===== src/rtl/mc_pkg.sv =====
// Shared definitions for the multi-cycle MIPS controller: state encoding,
// instruction classes, opcode/func fields and datapath select encodings.
package mc_pkg;

    typedef enum logic [2:0] {
        ST_FETCH = 3'd0,
        ST_DCD   = 3'd1,
        ST_EXE   = 3'd2,
        ST_MEM   = 3'd3,
        ST_WB    = 3'd4,
        ST_HALT  = 3'd7
    } state_t;

    typedef enum logic [3:0] {
        CL_NOP   = 4'd0,
        CL_J     = 4'd1,
        CL_JAL   = 4'd2,
        CL_JR    = 4'd3,
        CL_RTYPE = 4'd4,
        CL_IMM   = 4'd5,
        CL_LW    = 4'd6,
        CL_SW    = 4'd7,
        CL_BEQ   = 4'd8,
        CL_ILL   = 4'd9
    } iclass_t;

    localparam logic [5:0] OP_RTYPE = 6'h00;
    localparam logic [5:0] OP_J     = 6'h02;
    localparam logic [5:0] OP_JAL   = 6'h03;
    localparam logic [5:0] OP_BEQ   = 6'h04;
    localparam logic [5:0] OP_ORI   = 6'h0d;
    localparam logic [5:0] OP_LUI   = 6'h0f;
    localparam logic [5:0] OP_LW    = 6'h23;
    localparam logic [5:0] OP_SW    = 6'h2b;
    localparam logic [5:0] FN_JR    = 6'h08;
    localparam logic [5:0] FN_ADDU  = 6'h21;
    localparam logic [5:0] FN_SUBU  = 6'h23;

    localparam logic [3:0] ALU_ADD  = 4'd0;
    localparam logic [3:0] ALU_SUB  = 4'd1;
    localparam logic [3:0] ALU_OR   = 4'd2;

    localparam logic [1:0] NPC_PC4  = 2'd0;
    localparam logic [1:0] NPC_BR   = 2'd1;
    localparam logic [1:0] NPC_J    = 2'd2;
    localparam logic [1:0] NPC_RS   = 2'd3;

    localparam logic [1:0] SRC_RT   = 2'd0;
    localparam logic [1:0] SRC_SEXT = 2'd1;
    localparam logic [1:0] SRC_ZEXT = 2'd2;
    localparam logic [1:0] SRC_LUI  = 2'd3;

    localparam logic [1:0] DST_RT   = 2'd0;
    localparam logic [1:0] DST_RD   = 2'd1;
    localparam logic [1:0] DST_RA   = 2'd2;

    localparam logic [1:0] WD_ALU   = 2'd0;
    localparam logic [1:0] WD_DM    = 2'd1;
    localparam logic [1:0] WD_PC    = 2'd2;

    function automatic logic [5:0] op_of(input logic [31:0] ins);
        return ins[31:26];
    endfunction

    function automatic logic [5:0] fn_of(input logic [31:0] ins);
        return ins[5:0];
    endfunction

endpackage


===== src/rtl/mc_decode.sv =====
// Combinational instruction decoder: classifies the IR contents and supplies
// the datapath selects that the FSM later gates per state.
module mc_decode
    import mc_pkg::*;
(
    input  logic [31:0] instr,
    output iclass_t     cls,
    output logic [3:0]  alu_op,
    output logic [1:0]  alu_src,
    output logic [1:0]  reg_dst,
    output logic [1:0]  mem_to_reg
);

    logic [5:0] op_s;
    logic [5:0] fn_s;

    assign op_s = op_of(instr);
    assign fn_s = fn_of(instr);

    // Opcode/func to class and select mapping
    always_comb begin
        cls        = CL_ILL;
        alu_op     = ALU_ADD;
        alu_src    = SRC_RT;
        reg_dst    = DST_RT;
        mem_to_reg = WD_ALU;
        case (op_s)
            OP_RTYPE: begin
                if (instr == 32'h0000_0000) begin
                    cls = CL_NOP;
                end else begin
                    case (fn_s)
                        FN_ADDU: begin
                            cls     = CL_RTYPE;
                            reg_dst = DST_RD;
                        end
                        FN_SUBU: begin
                            cls     = CL_RTYPE;
                            alu_op  = ALU_SUB;
                            reg_dst = DST_RD;
                        end
                        FN_JR:   cls = CL_JR;
                        default: cls = CL_ILL;
                    endcase
                end
            end
            OP_ORI: begin
                cls     = CL_IMM;
                alu_op  = ALU_OR;
                alu_src = SRC_ZEXT;
            end
            OP_LUI: begin
                cls     = CL_IMM;
                alu_src = SRC_LUI;
            end
            OP_LW: begin
                cls        = CL_LW;
                alu_src    = SRC_SEXT;
                mem_to_reg = WD_DM;
            end
            OP_SW: begin
                cls     = CL_SW;
                alu_src = SRC_SEXT;
            end
            OP_BEQ: begin
                cls    = CL_BEQ;
                alu_op = ALU_SUB;
            end
            OP_J:    cls = CL_J;
            OP_JAL: begin
                cls        = CL_JAL;
                reg_dst    = DST_RA;
                mem_to_reg = WD_PC;
            end
            default: cls = CL_ILL;
        endcase
    end

endmodule


===== src/rtl/mc_ctrl.sv =====
// Multi-cycle MIPS control FSM: sequences fetch/decode/execute/memory/writeback
// with ready handshakes, a retired counter and a memory-wait watchdog.
module mc_ctrl
    import mc_pkg::*;
#(
    parameter int CNT_W   = 32,
    parameter int TIMEOUT = 256
) (
    input  logic             clk,
    input  logic             reset,
    input  logic [31:0]      instr,
    input  logic             alu_zero,
    input  logic             imem_ready,
    input  logic             dmem_ready,
    output logic             pc_wr,
    output logic             ir_wr,
    output logic [1:0]       npc_sel,
    output logic             reg_write,
    output logic [1:0]       reg_dst,
    output logic [1:0]       mem_to_reg,
    output logic [1:0]       alu_src,
    output logic [3:0]       alu_op,
    output logic             dmem_req,
    output logic             dmem_we,
    output logic             illegal,
    output logic             err,
    output logic [CNT_W-1:0] retired,
    output logic [2:0]       state_o
);

    localparam int WD_W = (TIMEOUT > 0) ? $clog2(TIMEOUT + 1) : 1;

    state_t           state_q, state_d;
    logic             err_q, err_d;
    logic [WD_W-1:0]  wd_q, wd_d;
    logic [CNT_W-1:0] retired_q, retired_d;

    iclass_t    cls_s;
    logic [3:0] dec_alu_op_s;
    logic [1:0] dec_alu_src_s;
    logic [1:0] dec_reg_dst_s;
    logic [1:0] dec_mem_to_reg_s;

    logic       retire_s;
    logic       wd_hit_s;
    logic       pc_wr_s, ir_wr_s, reg_write_s, dmem_req_s, dmem_we_s, illegal_s;
    logic [1:0] npc_sel_s, reg_dst_s, mem_to_reg_s, alu_src_s;
    logic [3:0] alu_op_s;

    mc_decode u_decode (
        .instr      (instr),
        .cls        (cls_s),
        .alu_op     (dec_alu_op_s),
        .alu_src    (dec_alu_src_s),
        .reg_dst    (dec_reg_dst_s),
        .mem_to_reg (dec_mem_to_reg_s)
    );

    // This wait cycle is the TIMEOUT-th consecutive one; TIMEOUT of 0 never fires
    assign wd_hit_s = (TIMEOUT != 0) &&
                      ({{(32-WD_W){1'b0}}, wd_q} == 32'(TIMEOUT - 1));

    // Next-state, strobe and watchdog decode
    always_comb begin
        state_d      = state_q;
        err_d        = err_q;
        wd_d         = '0;
        retire_s     = 1'b0;
        pc_wr_s      = 1'b0;
        ir_wr_s      = 1'b0;
        npc_sel_s    = NPC_PC4;
        reg_write_s  = 1'b0;
        reg_dst_s    = DST_RT;
        mem_to_reg_s = WD_ALU;
        alu_src_s    = SRC_RT;
        alu_op_s     = ALU_ADD;
        dmem_req_s   = 1'b0;
        dmem_we_s    = 1'b0;
        illegal_s    = 1'b0;
        case (state_q)
            ST_FETCH: begin
                if (imem_ready) begin
                    ir_wr_s   = 1'b1;
                    pc_wr_s   = 1'b1;
                    npc_sel_s = NPC_PC4;
                    state_d   = ST_DCD;
                end else if (wd_hit_s) begin
                    err_d   = 1'b1;
                    state_d = ST_HALT;
                end else begin
                    wd_d = wd_q + WD_W'(1);
                end
            end
            ST_DCD: begin
                case (cls_s)
                    CL_NOP: begin
                        retire_s = 1'b1;
                        state_d  = ST_FETCH;
                    end
                    CL_J: begin
                        pc_wr_s   = 1'b1;
                        npc_sel_s = NPC_J;
                        retire_s  = 1'b1;
                        state_d   = ST_FETCH;
                    end
                    CL_JAL: begin
                        pc_wr_s      = 1'b1;
                        npc_sel_s    = NPC_J;
                        reg_write_s  = 1'b1;
                        reg_dst_s    = dec_reg_dst_s;
                        mem_to_reg_s = dec_mem_to_reg_s;
                        retire_s     = 1'b1;
                        state_d      = ST_FETCH;
                    end
                    CL_JR: begin
                        pc_wr_s   = 1'b1;
                        npc_sel_s = NPC_RS;
                        retire_s  = 1'b1;
                        state_d   = ST_FETCH;
                    end
                    CL_ILL: begin
                        illegal_s = 1'b1;
                        state_d   = ST_FETCH;
                    end
                    default: state_d = ST_EXE;
                endcase
            end
            ST_EXE: begin
                alu_op_s  = dec_alu_op_s;
                alu_src_s = dec_alu_src_s;
                case (cls_s)
                    CL_BEQ: begin
                        if (alu_zero) begin
                            pc_wr_s   = 1'b1;
                            npc_sel_s = NPC_BR;
                        end else begin
                            pc_wr_s   = 1'b0;
                        end
                        retire_s = 1'b1;
                        state_d  = ST_FETCH;
                    end
                    CL_LW, CL_SW: state_d = ST_MEM;
                    default:      state_d = ST_WB;
                endcase
            end
            ST_MEM: begin
                alu_op_s   = dec_alu_op_s;
                alu_src_s  = dec_alu_src_s;
                dmem_req_s = 1'b1;
                dmem_we_s  = (cls_s == CL_SW);
                if (dmem_ready) begin
                    if (cls_s == CL_SW) begin
                        retire_s = 1'b1;
                        state_d  = ST_FETCH;
                    end else begin
                        state_d  = ST_WB;
                    end
                end else if (wd_hit_s) begin
                    err_d   = 1'b1;
                    state_d = ST_HALT;
                end else begin
                    wd_d = wd_q + WD_W'(1);
                end
            end
            ST_WB: begin
                alu_op_s     = dec_alu_op_s;
                alu_src_s    = dec_alu_src_s;
                reg_write_s  = 1'b1;
                reg_dst_s    = dec_reg_dst_s;
                mem_to_reg_s = dec_mem_to_reg_s;
                retire_s     = 1'b1;
                state_d      = ST_FETCH;
            end
            ST_HALT: state_d = ST_HALT;
            default: state_d = ST_FETCH;
        endcase
        retired_d = retired_q + CNT_W'(retire_s);
    end

    // State, watchdog, error flag and retired counter registers
    always_ff @(posedge clk or negedge reset) begin
        if (!reset) begin
            state_q   <= ST_FETCH;
            err_q     <= 1'b0;
            wd_q      <= '0;
            retired_q <= '0;
        end else begin
            state_q   <= state_d;
            err_q     <= err_d;
            wd_q      <= wd_d;
            retired_q <= retired_d;
        end
    end

    // Strobes are silenced for as long as reset is held low
    assign pc_wr      = reset & pc_wr_s;
    assign ir_wr      = reset & ir_wr_s;
    assign reg_write  = reset & reg_write_s;
    assign dmem_req   = reset & dmem_req_s;
    assign dmem_we    = reset & dmem_we_s;
    assign illegal    = reset & illegal_s;
    assign npc_sel    = reset ? npc_sel_s    : 2'd0;
    assign reg_dst    = reset ? reg_dst_s    : 2'd0;
    assign mem_to_reg = reset ? mem_to_reg_s : 2'd0;
    assign alu_src    = reset ? alu_src_s    : 2'd0;
    assign alu_op     = reset ? alu_op_s     : 4'd0;
    assign err        = err_q;
    assign retired    = retired_q;
    assign state_o    = state_q;

endmodule

===== config.mk =====
export PLATFORM = sky130hd
export DESIGN_NAME = mc_ctrl
export DESIGN_NICKNAME = d
export VERILOG_FILES = /design/src/rtl/mc_pkg.sv /design/src/rtl/mc_decode.sv /design/src/rtl/mc_ctrl.sv
export SDC_FILE = /design/constraint.sdc
export NUM_CORES = 1
export LEC_CHECK = 0
export CORE_MARGIN = 3
export CORE_UTILIZATION = 30
export CTS_BUF_LIST = sky130_fd_sc_hd__clkbuf_8
export DETAILED_ROUTE_END_ITERATION = 12
export PLACE_DENSITY = 0.6
export SLEW_MARGIN = 20
export SYNTH_ARGS = -nofsm -noshare
export SYNTH_HDL_FRONTEND = slang
export SYNTH_HIERARCHICAL = 1
export SYNTH_SLANG_ARGS = --single-unit

===== constraint.sdc =====
create_clock -name clk -period 6.5 [get_ports clk]
set_input_delay 0.975 -clock clk [delete_from_list [all_inputs] [get_ports clk]]
set_output_delay 0.975 -clock clk [all_outputs]
set_load 0.02 [all_outputs]

==> metrics <==
fraction of the yosys area taken by sequential cells 42.0%; highest clock rate 193 MHz; routed via count 2408; core footprint 8420 um^2; CTS Buf Count 5; final routed wire length divided by cell count 13.9 um; fraction of final layout cells sized beyond drive strength 1 4.31%; number of detailed-routing iterations run before antenna repair 4; initial antenna violation count 0; main area contributors after synthesis sky130_fd_sc_hd__dfrtp_1 42%, sky130_fd_sc_hd__xnor2_1 8.8%, sky130_fd_sc_hd__nand3_1 3.5%; first-pass GRT wire length 11.4 mm; Area Growth Syn to Fin 38.5%; number of nets at the end of the flow 410; mean number of vias per cell 5.06; final critical delay including setup and external delays 5.19 ns; final estimated routing congestion in global placement 0.809; Chip Width 100 um; commonest register cell after synthesis sky130_fd_sc_hd__dfrtp_1; worst clock skew 0.0102 ns; share of the synthesized area in the top cell type 42.0%; All-Layer GR Usage 13.6%; leading cell type in the layout, fill and taps excluded sky130_fd_sc_hd__clkdlybuf4s50_1; detailed router's first-iteration violation count 57; RSZ-0062 raised after global routing false; crit share post-route 79.9%; insertion delay of the later-clocked pin in the worst-skew pair 0.31 ns; die outline height 100 um; Final Slew Violations 0; peak supply drop 0.0841 mV; count of standard-cell rows 33; number of distinct library cell variants in the gate-level netlist after synthesis 55; Port Buf Inserts 88; DP HPWL 4.97 mm; Syn Area/Cell 9.37 um^2; full die area 10100 um^2; final wirelength 6.63 mm; post-placement cell area 3620 um^2; synthesized area 2680 um^2; Bufs on Longest Clock Path 2; status completed; clock-pin slew of the registers on the worst-case setup and hold paths 0.09 ns; Power Total 0.632 mW; number of enable flip-flop cells after synthesis 0; Syn Inst Count 286; cell taking the most area after synthesis sky130_fd_sc_hd__dfrtp_1; hold_buf cts 0; number of levels in the clock H-tree 2; sum of negative setup slack 0 ns; starting density of the core 31.8%; Ports 91; final-report hold violation count 0; synthesized flop and latch total 45; critical path type input pin to output pin; maximum number of pins on one net before global-route repair 49; count of nets left with antenna violations after detail routing 0; final std cell area, no fill 3710 um^2; aggregate global routing overflow 0; Static Leakage 1.50 nW; setup repair bufs after CTS 0; final setup violation count 0; number of global-route vias before repair 2463; type of element capturing the critical path output pin; Critical Path Source Type input pin; number of resized instances in the post-cts repair step 0; class of the tightest hold or removal check register to register; CTS sink cnt 45; Worst Path Max Fanout 8; clock tree from TritonCTS built; drt drc 0; flop2flop setup slack 3.76 ns; leading cell types in the layout, fill and taps excluded 87 x sky130_fd_sc_hd__clkdlybuf4s50_1, 45 x sky130_fd_sc_hd__dfrtp_1, 27 x sky130_fd_sc_hd__xnor2_1; power per cell area 170 nW/um^2; proportion of register bits with asynchronous set or reset after synthesis 100%; Hold Slack 0.472 ns; transition time at the pin with the least slew margin 0.760 ns; Worst Path Required 5.52 ns; CTS root buffer sky130_fd_sc_hd__clkbuf_8; yosys warns 6; normalized max-slew margin 49.1%; crit path DAT 4.22 ns; maxcap violations 0; diode count 0
-- worst max-delay path, cell delays in order --
cell and delay (ns):
sky130_fd_sc_hd__clkdlybuf4s50_1 0.53, sky130_fd_sc_hd__or2_4 0.31, sky130_fd_sc_hd__nor4_1 0.28, sky130_fd_sc_hd__o211ai_1 0.21
sky130_fd_sc_hd__o21ai_1 0.40, sky130_fd_sc_hd__nor4b_4 0.31, sky130_fd_sc_hd__nand3_1 0.13, sky130_fd_sc_hd__or2_2 0.30
sky130_fd_sc_hd__a21oi_1 0.14, sky130_fd_sc_hd__clkdlybuf4s50_1 0.63
-- kinds of logic after synthesis --
logic type,synth area share [%]
AOI/OAI and AO/OA,7.75
xor gates and xnor gates,11.4
adders and majority gates,1.40
buffers and inverters,4.44
DFF,42.0
other,0.140
and+or+nand+nor,32.8
-- synth_stat cells, drive strengths merged (2+ instances only) --
| library cell | number |
|---|---|
| a21oi | 10 |
| and2 | 14 |
| and3 | 10 |
| and3b | 2 |
| and4 | 3 |
| buf | 10 |
| clkbuf | 2 |
| dfrtp | 45 |
| ha | 3 |
| inv | 12 |
| nand2 | 14 |
| nand2b | 5 |
| nand3 | 19 |
| nand3b | 2 |
| nand4 | 13 |
| nand4b | 3 |
| nor2 | 24 |
| nor2b | 5 |
| nor3 | 7 |
| nor3b | 2 |
| nor4 | 9 |
| nor4b | 3 |
| o211ai | 4 |
| o21a | 2 |
| o21ai | 5 |
| o22ai | 2 |
| or2 | 3 |
| or3 | 2 |
| or4 | 2 |
| xnor2 | 27 |
| xor2 | 8 |
-- flip-flops by register name (all words and copies together) (netlist names) --
| signal | cells |
|---|---|
| err | 1 |
| retired | 32 |
| state_o | 3 |
| wd_q | 9 |
-- metrics by stage --
step           cells  utilization (%)  worst slack [ns]
2_1_floorplan    287                -              2.56
4_1_cts          476             44.0              1.30
3_5_place_dp     468             42.9              1.31
5_1_grt          476             44.0              1.03
3_3_place_gp     468             42.9              1.44
6_report         476             44.0              1.31
-- per-layer routing --
metal	up-vias	global-route usage [%]	share of wire [%]
li1	1176	-	-
met1	1134	17.9	46
met2	91	21.7	44
met3	7	3.94	8.3
met4	0	4.35	1.6
met5	-	0	0
-- layout make-up --
type	instances	area (um^2)
Timing Repair Buffer	88	878
Clock buffer	5	68.8
Sequential cell	45	1130
Fill cell	853	4710
Tap cell	105	131
Multi-Input combinational cell	218	1440
Inverter	12	45.0
Clock inverter	3	22.5
-- worst paths after layout --
path	start	endpoint	depth (start not counted)
worst max-delay path	instr[31]	npc_sel[0]	10
worst min-delay path	retired[31]	retired[31]	1
worst max register to register	state_o[0]	retired[28]	9
worst min register to register	retired[31]	retired[31]	1
max in group asynchronous	reset	wd_q[8]	1
min in group asynchronous	reset	retired[16]	1
-- power breakdown --
part	total, mW	switching [mW]	internal, mW
clock	0.178	0.103	0.0755
sequential	0.320	0.0238	0.296
combinational	0.134	0.0657	0.0682
total	0.632	0.192	0.440
Note: power is estimated with default switching activity, not from simulation.
